File: src/rtl/rgb_rx_capture.sv
// rgb_rx_capture: DE-mode RGB bus capture with frame/line timing recovery.
// Optional measurement block (line length, frame lines, overflow) built with RGB_RX_MEAS_EN.
module rgb_rx_capture #(
    parameter int H_MAX     = 1024,
    parameter int VBLANK_TH = 64
) (
    input  logic        i_clk,
    input  logic        i_rst,
    input  logic        i_de,
    input  logic [23:0] i_rgb,
    output logic [7:0]  o_r,
    output logic [7:0]  o_g,
    output logic [7:0]  o_b,
    output logic        o_data_vld,
    output logic        o_sof,
    output logic        o_eol,
    output logic [10:0] o_x,
    output logic [10:0] o_y,
    output logic [10:0] o_line_len,
    output logic [10:0] o_frame_lines,
    output logic        o_meas_vld,
    output logic        o_err_ovf
);

    localparam int            CW   = $clog2(VBLANK_TH + 1);
    localparam logic [CW-1:0] TH   = CW'(VBLANK_TH);
    localparam logic [CW-1:0] ONE  = CW'(1);
    localparam logic [10:0]   XMAX = 11'(H_MAX - 1);
    localparam logic [10:0]   CMAX = 11'h7FF;

    typedef enum logic [1:0] {
        SYNC,
        VBLANK,
        ACTIVE,
        HBLANK
    } state_t;

    state_t        state_q, state_d;
    logic          de1_q;
    logic [23:0]   rgb1_q;
    logic [CW-1:0] cnt_q, cnt_d;
    logic [CW-1:0] cnt_inc;
    logic          vld_q, vld_d;
    logic          sof_q, sof_d;
    logic          eol_q, eol_d;
    logic [10:0]   x_q, x_d;
    logic [10:0]   y_q, y_d;
    logic [23:0]   pix_q, pix_d;
    logic          emit;

    assign cnt_inc = cnt_q + ONE;

    // Stage 1 input capture plus stage 2 output and FSM state registers.
    always_ff @(posedge i_clk) begin
        if (i_rst) begin
            state_q <= SYNC;
            de1_q   <= 1'b0;
            rgb1_q  <= '0;
            cnt_q   <= '0;
            vld_q   <= 1'b0;
            sof_q   <= 1'b0;
            eol_q   <= 1'b0;
            x_q     <= '0;
            y_q     <= '0;
            pix_q   <= '0;
        end else begin
            state_q <= state_d;
            de1_q   <= i_de;
            rgb1_q  <= i_rgb;
            cnt_q   <= cnt_d;
            vld_q   <= vld_d;
            sof_q   <= sof_d;
            eol_q   <= eol_d;
            x_q     <= x_d;
            y_q     <= y_d;
            pix_q   <= pix_d;
        end
    end

    // Timing FSM: tracks blanking from the stage-1 DE and builds the stage-2 pixel.
    always_comb begin
        state_d = state_q;
        cnt_d   = cnt_q;
        x_d     = x_q;
        y_d     = y_q;
        pix_d   = pix_q;
        vld_d   = 1'b0;
        sof_d   = 1'b0;
        eol_d   = 1'b0;
        emit    = 1'b0;

        unique case (state_q)
            SYNC: begin
                if (de1_q) begin
                    cnt_d = '0;
                end else begin
                    cnt_d = cnt_inc;
                    if (cnt_inc == TH) begin
                        state_d = VBLANK;
                    end
                end
            end
            VBLANK: begin
                cnt_d = '0;
                if (de1_q) begin
                    emit    = 1'b1;
                    sof_d   = 1'b1;
                    x_d     = '0;
                    y_d     = '0;
                    state_d = ACTIVE;
                end
            end
            ACTIVE: begin
                if (de1_q) begin
                    emit = 1'b1;
                    if (x_q != XMAX) begin
                        x_d = x_q + 11'd1;
                    end
                end else begin
                    cnt_d   = ONE;
                    state_d = HBLANK;
                end
            end
            HBLANK: begin
                if (de1_q) begin
                    emit    = 1'b1;
                    cnt_d   = '0;
                    x_d     = '0;
                    state_d = ACTIVE;
                    if (y_q != CMAX) begin
                        y_d = y_q + 11'd1;
                    end
                end else begin
                    cnt_d = cnt_inc;
                    if (cnt_inc == TH) begin
                        state_d = VBLANK;
                    end
                end
            end
        endcase

        // The raw input DE is the stage-1 successor of the pixel being emitted.
        if (emit) begin
            vld_d = 1'b1;
            pix_d = rgb1_q;
            eol_d = !i_de;
        end
    end

    assign o_r        = pix_q[7:0];
    assign o_g        = pix_q[15:8];
    assign o_b        = pix_q[23:16];
    assign o_data_vld = vld_q;
    assign o_sof      = sof_q;
    assign o_eol      = eol_q;
    assign o_x        = x_q;
    assign o_y        = y_q;

`ifdef RGB_RX_MEAS_EN
    logic [10:0] len_q, len_d;
    logic [10:0] lines_q, lines_d;
    logic        mvld_q, mvld_d;
    logic        ovf_q, ovf_d;
    logic [11:0] len_sum;
    logic [11:0] lines_sum;
    logic        frame_end;
    logic        ovf_hit;

    // Line length on each end of line, line count when vertical blank is detected.
    always_comb begin
        len_sum   = {1'b0, x_d} + 12'd1;
        lines_sum = {1'b0, y_q} + 12'd1;
        frame_end = (state_q == HBLANK) && !de1_q && (cnt_inc == TH);
        ovf_hit   = (state_q == ACTIVE) && de1_q && (x_q == XMAX);
        len_d     = len_q;
        lines_d   = lines_q;
        mvld_d    = frame_end;
        ovf_d     = ovf_q | ovf_hit;
        if (eol_d) begin
            len_d = len_sum[11] ? CMAX : len_sum[10:0];
        end
        if (frame_end) begin
            lines_d = lines_sum[11] ? CMAX : lines_sum[10:0];
        end
    end

    // Measurement registers; overflow flag is sticky until reset.
    always_ff @(posedge i_clk) begin
        if (i_rst) begin
            len_q   <= '0;
            lines_q <= '0;
            mvld_q  <= 1'b0;
            ovf_q   <= 1'b0;
        end else begin
            len_q   <= len_d;
            lines_q <= lines_d;
            mvld_q  <= mvld_d;
            ovf_q   <= ovf_d;
        end
    end

    assign o_line_len    = len_q;
    assign o_frame_lines = lines_q;
    assign o_meas_vld    = mvld_q;
    assign o_err_ovf     = ovf_q;
`else
    assign o_line_len    = '0;
    assign o_frame_lines = '0;
    assign o_meas_vld    = 1'b0;
    assign o_err_ovf     = 1'b0;
`endif

endmodule

File: config.mk
export PLATFORM = sky130hd
export DESIGN_NAME = rgb_rx_capture
export DESIGN_NICKNAME = d
export VERILOG_FILES = /design/src/rtl/rgb_rx_capture.sv
export SDC_FILE = /design/constraint.sdc
export NUM_CORES = 1
export LEC_CHECK = 0
export CELL_PAD_IN_SITES_DETAIL_PLACEMENT = 1
export CELL_PAD_IN_SITES_GLOBAL_PLACEMENT = 2
export CORE_ASPECT_RATIO = 0.5
export CORE_UTILIZATION = 25
export DETAILED_ROUTE_END_ITERATION = 8
export GPL_TIMING_DRIVEN = 0
export PLACE_DENSITY = 0.84
export SKIP_LAST_GASP = 1
export SYNTH_ARGS = -nofsm -noshare
export SYNTH_HDL_FRONTEND = slang
export SYNTH_SLANG_ARGS = --single-unit
File: constraint.sdc
create_clock -name i_clk -period 1.65 [get_ports i_clk]
set_input_delay 0.33 -clock i_clk [delete_from_list [all_inputs] [get_ports i_clk]]
set_output_delay 0.33 -clock i_clk [all_outputs]
set_load 0.02 [all_outputs]
* Word-level counts from Yosys, hierarchy flattened
Index checks and enable logic that the tools add are counted.
Operators by class: add/subtract/negate cells 3, equal/unequal tests 14, bitwise operators 2, mux-type cells 19, reduce and logical (&&, ||, !) cells 12
Operator list (count):
- two-way mux 11 bit | 5
- one-hot mux 11 bit (2 select lines) | 2
- adder 11 x 1 -> 11 bit, second input constant | 2
- one-hot mux 7 bit (3 select lines) | 1
- two-way mux 7 bit | 2
- inequality test 2 bit, second input constant | 7
- inequality test 11 x 10 -> 1 bit, second input constant | 1
- inequality test 11 bit, second input constant | 1
- two-way mux 2 bit | 5
- one-hot mux 2 bit (4 select lines) | 1
- AND reduction 4 bit | 2
- OR reduction 2 bit | 4
- adder 7 x 1 -> 7 bit, second input constant | 1
- == test 7 bit, second input constant | 1
- == test 2 bit, second input constant | 2
- nonzero test 2 bit | 2
- two-way mux 1 bit | 3
- AND reduction 3 bit | 1
- OR reduction 3 bit | 1
- == test 2 x 1 -> 1 bit, second input constant | 1
- zero test 2 bit | 1
- inequality test 2 x 1 -> 1 bit, second input constant | 1
- inverter 1 bit | 2
- zero test 1 bit | 1
Storage, ports and cells: output and inout port bits 73, logic and storage cells 60, input bits 27, register bits 83

* Logic depth before layout (Yosys ltp)
depth in word-level cells 5, gate-level depth with buffers 7, mapped depth without buffers 6

* Worst setup path after synthesis
No wires, ideal clock.
path type reg2reg, start point register y_q[0], in the netlist o_y[0], end point register y_q[7], in the netlist o_y[7], slack -103 ps, path buffers 1, data required time 1535 ps, arrival time 1638 ps, clock period less this slack 1753 ps, cell stages (with the launch flop) 7, library setup time 115 ps, cell sequence dfxtp_1 > ha_1 > inv_1 > o41ai_4 > buf_4 > nor4_1 > o21a_1
Between the ends: cells in the longest elaborated chain, start to end 4, elaborated cells between the ends (all ways) 7, those cells by class add/sub: 1; eq/ne: 2; mux: 3; reduce/logical: 1
RTL lines:
- start, declared | line 47 | logic [10:0] y_q, y_d;
- start signal, assigned | line 75 | y_q <= y_d;
- adder 11 x 1 -> 11 bit | line 131 | y_d = y_q + 11'd1;
- two-way mux 11 bit | line 130 | if (y_q != CMAX) begin
- two-way mux 11 bit | line 125 | if (de1_q) begin
- one-hot mux 11 bit (2 select lines) | line 92 | unique case (state_q)
Several ways; a longest one is shown, not always the timed one. The select of a mux whose other input is x is not followed. A chain may end at the register's enable or synchronous reset.

* Worst setup path in the final report
start point register state_q[1], end point register x_q[7], in the netlist o_x[7]
Between the ends: cells in the longest elaborated chain, start to end 4, elaborated cells between the ends (all ways) 10, those cells by class eq/ne: 6; mux: 1; reduce/logical: 3
RTL lines:
- start, declared | line 38 | state_t state_q, state_d;
- start signal, assigned | line 67 | state_q <= state_d;
- == test 2 bit / == test 2 x 1 -> 1 bit (equally long branches) | line 92
- OR reduction 2 bit (no source line)
- inequality test 2 x 1 -> 1 bit (no source line) / nonzero test 2 bit (equally long branches)
- AND reduction 4 bit (no source line)
- end signal, assigned | line 63 | x_q <= '0;
- end signal, assigned | line 74 | x_q <= x_d;
- end, declared | line 46 | logic [10:0] x_q, x_d;
Several ways; a longest one is shown, not always the timed one.

==> impl_metrics.json <==
{
  "grtUsageTotal_pct": 13.3,
  "timing.fmax_mhz": 583,
  "fin_skew_ns": 0.00362,
  "cts_tree": "done",
  "clk-insertion-delay-late_ns": 0.34,
  "status": "complete, but fails checks",
  "syn_to_final_growth_pct": 50.9,
  "final_cells": 721,
  "die_area_um2": 14700,
  "final_hold_viol_count": 0,
  "ant_nets": 0,
  "synth_area_um2": 3540,
  "synth_edf_count": 0,
  "yosysSeqAreaShare_pct": 47.0,
  "hold_path.class": "reg -> reg",
  "grtUsageMet3_pct": 4.15,
  "layout.nets": 561,
  "syn_area_per_cell_um2": 8.87,
  "fillers": 1610,
  "diodes": 0,
  "start_util_pct": 25.9,
  "drc": 0,
  "ys_async_sr_fraction_pct": 0,
  "violations": "negative setup slack",
  "end_kind": "flop",
  "path_cells": "buf_6 > ha_4 > o31a_4 > nand4_1 > buf_4 > buf_6 > nor4_1 > o21ba_1",
  "fin_crit_ns": 1.71,
  "crit_path_frequent_cell": "buf_6",
  "drt-total-wl_mm": 9.67,
  "dp.cells": 689,
  "die_w_um": 170,
  "crit_fanout": 4,
  "core-area_um2": 13700,
  "slew_violations": 0,
  "clockRootBuffer": "clkbuf_16",
  "via_per_inst": 4.46,
  "leakage_uw": 0.00232,
  "grt-busiest-layer": "met2",
  "yosysTopAreaCell": "dfxtp_1",
  "synth.top_cells.by_count": "dfxtp_1, nand2_1, a21oi_1",
  "grtUsageMet2_pct": 23.2,
  "start_kind": "flop",
  "h-tree-depth": 3,
  "grt_pass1_vias": 3094,
  "synthFlopType": "dfxtp_1",
  "drt_iter0_markers": 71,
  "clk_pin_slew_worst_paths_ns": 0.06,
  "grt_first_pass_wirelength_mm": 15.1,
  "via_count": 3214,
  "crit_type": "reg -> reg",
  "clock-sinks": 83,
  "cts_made_buffers": 9,
  "yosys.cell_count.top_type": "dfxtp_1",
  "place.gp.congestion": 0.799,
  "yosys_warnings": 0,
  "fin_crit_sh_pct": 104,
  "hpwl_mm": 6.66,
  "portBuffers": 75,
  "hold_buffers": 0,
  "ys_ff_latch": 83,
  "netlist-cell-type-count": 48,
  "worstPathArrival_ns": 1.95,
  "post_drt_wl_per_cell_um": 13.4,
  "cp_slowest_stage_delay_ns": 0.38,
  "grt_antenna_before_repair": 0,
  "tightest_slew_ns": 0.524,
  "dr.pass1.iters": 4,
  "grt_util_met1_pct": 15.4,
  "fp.dieH_um": 86.1,
  "cpMaxStageDelayCell": "o31a_4",
  "slew_headroom_pct": 65.1,
  "peakVddDrop_v": 0.000395,
  "layout-drive-gt1-share_pct": 22.5,
  "ios": 100,
  "required_ns": 1.88,
  "yosysTopAreaCellShare_pct": 47.0,
  "grt_max_degree": 15,
  "rsz0062_at_grt": "yes",
  "synthTopCellsByArea": "dfxtp_1, nand2_1, a21oi_1",
  "row_count": 30,
  "cap_violations": 0,
  "synth_cells": 399,
  "setup_viol": 8,
  "layout_setup_ws_ns": -0.0650,
  "power.density_nw_per_um2": 843,
  "cts_buffer_depth": 2,
  "grt_overflow_total": 0,
  "power.total_uw": 4500
}
worst paths after layout:
| path | from | end | slack (ns) | cells past startpoint |
|---|---|---|---|---|
| max | state_q[1] | o_x[7] | -0.06 | 8 |
| min | rgb1_q[1] | pix_q[1] | 0.43 | 2 |
| max reg2reg | state_q[1] | o_x[7] | -0.06 | 8 |
| min reg2reg | rgb1_q[1] | pix_q[1] | 0.43 | 2 |
layer usage:
metal / vias up / routed length (µm)
met3: 7 / 507
met4: 0 / 106
met5: - / 0
met2: 58 / 4750
li1: 1593 / -
met1: 1556 / 4310
power by group:
| part | switching [µW] | leakage, µW | internal (µW) |
|---|---|---|---|
| registers | 14.3 | 0.000683 | 2030 |
| clock network | 824 | 0.000155 | 1370 |
| logic | 131 | 0.00148 | 131 |
| total | 969 | 0.00232 | 3530 |
per-stage QoR:
step                setup WS [ns]  util, %  TNS (ns)  area [µm²]  hold slack, ns
floorplan                 -0.0164        -   -0.0164        3640           0.407
global placement           -0.606     33.9    -22.61        4630           0.420
detailed placement         -0.608     33.9    -23.14        4630           0.429
CTS                       -0.0289     37.6   -0.0290        5130           0.438
global route               -0.107     39.1     -1.19        5340           0.449
finish                    -0.0650     39.1    -0.176        5340           0.433
critical path: cells and delay by family (launching register included):
| kind | cells | cell delay [ns] |
|---|---|---|
| adders and majority gates | 1 | 0.17 |
| and+or+nand+nor | 2 | 0.15 |
| buffers and inverters | 3 | 0.35 |
| AOI/OAI and AO/OA | 2 | 0.56 |
| DFF | 1 | 0.37 |
final cells by class:
| class | instances | area [µm²] | share of cell area (%) |
|---|---|---|---|
| Clock inverter | 5 | 85.1 | 1.59 |
| Tap cell | 192 | 240 | 4.50 |
| Multi-Input combinational cell | 290 | 1870 | 35.0 |
| Timing Repair Buffer | 92 | 895 | 16.8 |
| Buffer | 42 | 297 | 5.55 |
| Inverter | 7 | 31.3 | 0.586 |
| Sequential cell | 83 | 1690 | 31.6 |
| Clock buffer | 10 | 239 | 4.48 |
placed cells by master, fill, tap and decap left out, types with 5 or more instances in the layout:
master,n
nor2_1,13
clkbuf_16,9
dfxtp_2,8
nand3_1,9
nor2b_1,26
nand2_1,62
nand4_1,5
buf_4,40
dlymetal6s2s_1,15
dlygate4sd2_1,23
o21ai_0,17
clkbuf_2,7
or3_1,9
ha_4,5
dfxtp_1,71
conb_1,24
clkdlybuf4s50_1,37
a21oi_1,44
registers in the layout (all words and copies together), names as in the netlist:
name,cells
o_eol,1
rgb1_q,24
de1_q,1
o_sof,1
o_y,11
state_q,2
o_x,11
o_data_vld,1
cnt_q,7
pix_q,24
logic make-up (layout without fill, tap and decap cells):
family / after synthesis / count (layout) / synth area share [%]
AO/OA/AOI/OAI: 94 / 94 / 17.1
XOR/XNOR: 2 / 2 / 0.495
adder cells (fa/ha/maj): 9 / 9 / 3.18
buffers and inverters: 49 / 156 / 7.99
flip-flops: 83 / 83 / 47.0
multiplexers: 1 / 1 / 0.283
other: 1 / 24 / 0.106
AND/OR/NAND/NOR: 160 / 160 / 23.9
repair_timing:
item	in CTS	in global routing
cloned	1	0
endpoints found under the setup margin	82	60
buffers inserted	9	7
pin swaps	7	19
resized for setup	62	52
Power figures use the tool's default switching activity.
